--- src/rtl/alu_arbiter.sv ---
// alu_arbiter: two-requester round-robin front end for a shared combinational
// ALU, with a single registered response slot (EMPTY/FULL).
// Optional build macro ALU_ARB_STATS_EN adds saturating 16-bit per-requester
// grant counters (o_grant_cnt0 / o_grant_cnt1).
//
// Handshake: a transfer happens on a rising edge where valid and ready are both
// 1; ready never depends on the state of that requester's own valid beyond
// arbitration, and a response is consumed on a rising edge where o_rsp_valid
// and i_rsp_ready are both 1.
module alu_arbiter (
    input  logic        i_clk,
    input  logic        i_rst_n,
    input  logic        i_req0_valid,
    output logic        o_req0_ready,
    input  logic [3:0]  i_req0_opcode,
    input  logic [31:0] i_req0_wordA,
    input  logic [31:0] i_req0_wordB,
    input  logic [4:0]  i_req0_shamt,
    input  logic        i_req1_valid,
    output logic        o_req1_ready,
    input  logic [3:0]  i_req1_opcode,
    input  logic [31:0] i_req1_wordA,
    input  logic [31:0] i_req1_wordB,
    input  logic [4:0]  i_req1_shamt,
    output logic [3:0]  o_alu_opcode,
    output logic [31:0] o_alu_wordA,
    output logic [31:0] o_alu_wordB,
    output logic [4:0]  o_alu_shamt,
    input  logic [31:0] i_alu_result,
    output logic        o_rsp_valid,
    input  logic        i_rsp_ready,
    output logic [31:0] o_rsp_data,
    output logic        o_rsp_id
`ifdef ALU_ARB_STATS_EN
    ,
    output logic [15:0] o_grant_cnt0,
    output logic [15:0] o_grant_cnt1
`endif
);

    typedef enum logic {
        ST_EMPTY = 1'b0,
        ST_FULL  = 1'b1
    } state_t;

    state_t      r_state;
    state_t      w_next_state;
    logic        r_ptr;
    logic [31:0] r_data;
    logic        r_id;
    logic        w_sel;
    logic        w_slot_free;
    logic        w_grant;

    // Arbitration: pick the requester, decide whether the slot can accept it.
    // Reset is folded in so readies and ALU operands drop immediately.
    always_comb begin
        w_sel       = 1'b0;
        w_slot_free = 1'b0;
        w_grant     = 1'b0;
        if (i_req0_valid && i_req1_valid) begin
            w_sel = ~r_ptr;
        end else begin
            w_sel = i_req1_valid;
        end
        w_slot_free = (r_state == ST_EMPTY) || i_rsp_ready;
        w_grant     = i_rst_n && (i_req0_valid || i_req1_valid) && w_slot_free;
    end

    // Readies and the operand mux onto the shared ALU (all-zero without a grant).
    always_comb begin
        o_req0_ready = 1'b0;
        o_req1_ready = 1'b0;
        o_alu_opcode = 4'd0;
        o_alu_wordA  = 32'd0;
        o_alu_wordB  = 32'd0;
        o_alu_shamt  = 5'd0;
        if (w_grant) begin
            if (w_sel) begin
                o_req1_ready = 1'b1;
                o_alu_opcode = i_req1_opcode;
                o_alu_wordA  = i_req1_wordA;
                o_alu_wordB  = i_req1_wordB;
                o_alu_shamt  = i_req1_shamt;
            end else begin
                o_req0_ready = 1'b1;
                o_alu_opcode = i_req0_opcode;
                o_alu_wordA  = i_req0_wordA;
                o_alu_wordB  = i_req0_wordB;
                o_alu_shamt  = i_req0_shamt;
            end
        end
    end

    // Response slot next state: a grant always fills, a drain without grant empties.
    always_comb begin
        w_next_state = r_state;
        case (r_state)
            ST_EMPTY: if (w_grant) w_next_state = ST_FULL;
            ST_FULL: begin
                if (w_grant) begin
                    w_next_state = ST_FULL;
                end else if (i_rsp_ready) begin
                    w_next_state = ST_EMPTY;
                end
            end
            default: w_next_state = ST_EMPTY;
        endcase
    end

    // State register, round-robin pointer and captured response.
    always_ff @(posedge i_clk or negedge i_rst_n) begin
        if (!i_rst_n) begin
            r_state <= ST_EMPTY;
            r_ptr   <= 1'b1;
            r_data  <= 32'd0;
            r_id    <= 1'b0;
        end else begin
            r_state <= w_next_state;
            if (w_grant) begin
                r_ptr  <= w_sel;
                r_data <= i_alu_result;
                r_id   <= w_sel;
            end
        end
    end

    assign o_rsp_valid = (r_state == ST_FULL);
    assign o_rsp_data  = r_data;
    assign o_rsp_id    = r_id;

`ifdef ALU_ARB_STATS_EN
    logic [15:0] r_cnt0;
    logic [15:0] r_cnt1;

    // Saturating per-requester transfer counters.
    always_ff @(posedge i_clk or negedge i_rst_n) begin
        if (!i_rst_n) begin
            r_cnt0 <= 16'd0;
            r_cnt1 <= 16'd0;
        end else if (w_grant) begin
            if (!w_sel && (r_cnt0 != 16'hFFFF)) r_cnt0 <= r_cnt0 + 16'd1;
            if (w_sel && (r_cnt1 != 16'hFFFF))  r_cnt1 <= r_cnt1 + 16'd1;
        end
    end

    assign o_grant_cnt0 = r_cnt0;
    assign o_grant_cnt1 = r_cnt1;
`endif

endmodule

--- config.mk ---
export PLATFORM = sky130hd
export DESIGN_NAME = alu_arbiter
export DESIGN_NICKNAME = d
export VERILOG_FILES = /design/src/rtl/alu_arbiter.sv
export SDC_FILE = /design/constraint.sdc
export NUM_CORES = 1
export LEC_CHECK = 0
export CORE_AREA = 2 2 115 117
export CTS_CLUSTER_DIAMETER = 80
export DETAILED_ROUTE_END_ITERATION = 16
export DIE_AREA = 0 0 117 119
export SYNTH_ARGS = -nofsm -noshare
export SYNTH_HDL_FRONTEND = slang
export SYNTH_SLANG_ARGS = --single-unit
--- constraint.sdc ---
create_clock -name i_clk -period 3.6 [get_ports i_clk]
set_input_delay 0.54 -clock i_clk [delete_from_list [all_inputs] [get_ports i_clk]]
set_output_delay 0.54 -clock i_clk [all_outputs]
set_load 0.1 [all_outputs]
==> summary.md <==
| Metric | Value |
|---|---|
| Library cells used by synthesis | `17` |
| Peak supply drop | `0.1914 mV` |
| Synthesis Warnings | `0` |
| WL per Instance | `18.75 um` |
| CTS Sinks | `35` |
| Die H | `119 um` |
| Starting density of the core | `17.09%` |
| Fraction of the cycle the final worst path needs | `80.95%` |
| Routed WL | `11,800 um` |
| Highest clock rate | `343.2 MHz` |
| Global-route wire length before repair | `16,790 um` |
| Finished Layout Cells | `629` |
| Rows | `42` |
| Total GRT Usage | `16.10%` |
| CTS Hold Bufs | `0` |
| PwrDens | `446.6 mW/mm2` |
| IO buf count | `291` |
| Area added between synthesis and finish | `179.4%` |
| Routed vias/inst | `4.196` |
| RSZ-0062 raised after global routing | `no` |
| Commonest cells after routing, fill and taps aside | `216 x clkdlybuf4s50_1, 77 x buf_12, 73 x a22o_1, 34 x dfrtp_1, 28 x mux2_4` |
| Hold_ws | `0.4921 ns` |
| Post-CTS setup buffers | `0` |
| Final max-slew violation count | `0` |
| Worst Setup Path Type | `input pin to output port` |
| Placer Congestion | `0.7915` |
| Worst relative slew slack | `32.70%` |
| CP Max Fanout | `65` |
| Fin crit period | `2.914 ns` |
| H-tree depth | `2` |
| Drt pass-1 iters | `6` |
| CTS-repair resized insts | `0` |
| Slew @ Worst Pin | `1.006 ns` |
| #FFs+latches synth | `35` |
| Clock tree root buffer cell | `clkbuf_16` |
| Die ar. | `0.01392 mm2` |
| Startpoint types | `input pin` |
| Inst Count DP | `621` |
| Number of diodes | `0` |
| WP data required | `3.06 ns` |
| DRC | `0` |
| Mapped cell area | `0.002201 mm2` |
| Hpwl dp | `10,150 um` |
| Initial antenna violation count | `2` |
| Sequential area share after synthesis | `39.85%` |
| Skew-Pair Late Insertion Delay | `0.27 ns` |
| Critical Path Sink Type | `output port` |
| Commonest non-fill, non-tap cell in the layout | `clkdlybuf4s50_1` |
| Starting DRT DRC Count | `109` |
| Fin nets | `635` |
| Chip width | `117 um` |
| Min-Delay Path Class | `register to register` |
| Max Cap Viol | `0` |
| Antenna viol nets, final | `0` |
| Clock Path Buffers | `2` |
| TritonCTS Buffers | `5` |
| CTS clk-pin slew, worst paths | `0.06 ns` |
| CTS tree | `built` |
| IO Pins | `292` |
| Total gr overflow | `0` |
| Vias | `2,639` |
| Fin Setup TNS | `0 ns` |
| Static Leak | `2.514 nW` |
| Core Footprint | `0.01287 mm2` |
| CP arrival | `2.37 ns` |
| Status | `finished clean` |
| Setup Skew | `0.004176 ns` |
| Pin count of the biggest net entering global routing | `66` |
| Final setup vio count | `0` |
| Layout cell share with drive strength beyond 1 | `26.27%` |
| Mapped Cells | `170` |
| Post-Syn Nets | `353` |
| Vias in the first global route | `2,864` |
| Synth Area per Inst | `12.95 um2` |
| Hold Vio Cnt, Final | `0` |
==> cell families after synthesis <==
family | share of synthesized area (%)
AO/OA/AOI/OAI | 30.70
multiplexers | 21.15
AND/OR/NAND/NOR | 1.649
buffers and inverters | 6.651
flip-flops | 39.85
==> per-layer routing <==
layer  wire length [um]  share of wire (%)  vias up  GRT usage [%]
met3                969                8.2        8          3.715
li1                   -                  -     1243              -
met4                187                1.6        0          3.676
met1               4432                 38     1244          18.54
met2               6205                 53      144          29.70
met5                  0                  0        -              0
==> sequential cells by signal, indices dropped and copies added (netlist names) <==
register and cells:
o_rsp_valid 1, o_rsp_id 1, r_ptr 1, o_rsp_data 32
==> where the power goes <==
part	switching, mW	internal, mW	total (mW)
combinational	1.19	0.652	1.84
sequential	0.0380	0.465	0.503
clock	0.150	0.255	0.405
==> area by class of cell <==
type,instances,area (um2)
clock buffer,6,128.9
tap,176,220.2
inverter,1,3.754
fill,1200,6726
clock inverter,2,12.51
multi-input combinational,114,1187
timing repair buffer,295,3719
sequential,35,877.1
==> synthesized netlist by cell type <==
library cell	instances	share of area, %
buf_2	9	2.0
o2111a_1	1	0.51
dfrtp_1	34	39
nand2b_4	1	0.63
clkbuf_1	3	0.51
inv_1	1	0.17
buf_6	7	3.6
o21ba_1	2	0.91
o21ai_1	1	0.23
mux2_1	4	2.0
and4_1	1	0.40
buf_4	1	0.34
dfstp_2	1	1.2
nor2b_1	1	0.28
mux2_4	28	19
a22o_1	73	29
nand2_1	2	0.34
==> critical path, cell delays in order <==
cell and delay [ns]:
clkdlybuf4s50_1 0.48, nand2b_4 0.14, o2111a_2 0.40, buf_12 0.32, a22o_1 0.25, buf_12 0.19
==> path summary, 6_finish.rpt <==
check / to / cells after the start / from / slack, ns
max in group asynchronous: r_ptr / 2 / i_rst_n / 2.46
hold reg to reg: o_rsp_data[12] / 1 / o_rsp_data[12] / 0.49
setup reg to reg: o_rsp_data[12] / 4 / o_rsp_valid / 1.95
setup / recovery: o_alu_shamt[2] / 6 / i_rsp_ready / 0.69
min in group asynchronous: o_rsp_data[9] / 2 / i_rst_n / 0.79
hold / removal: o_rsp_data[12] / 1 / o_rsp_data[12] / 0.49
==> metrics by stage <==
| step | util (%) | power [mW] | worst slack [ns] | instance area, um2 |
|---|---|---|---|---|
| after global placement | 46.66 | 2.345 | 0.6922 | 6007 |
| final | 47.76 | 2.746 | 0.6859 | 6148 |
| after global routing | 47.76 | 2.833 | 0.5836 | 6148 |
| after floorplan | - | 1.673 | 0.5036 | 2202 |
| after detailed placement | 46.66 | 2.356 | 0.6358 | 6007 |
| after CTS | 47.76 | 2.772 | 0.6835 | 6148 |
Note: power is estimated with default switching activity, not from simulation.
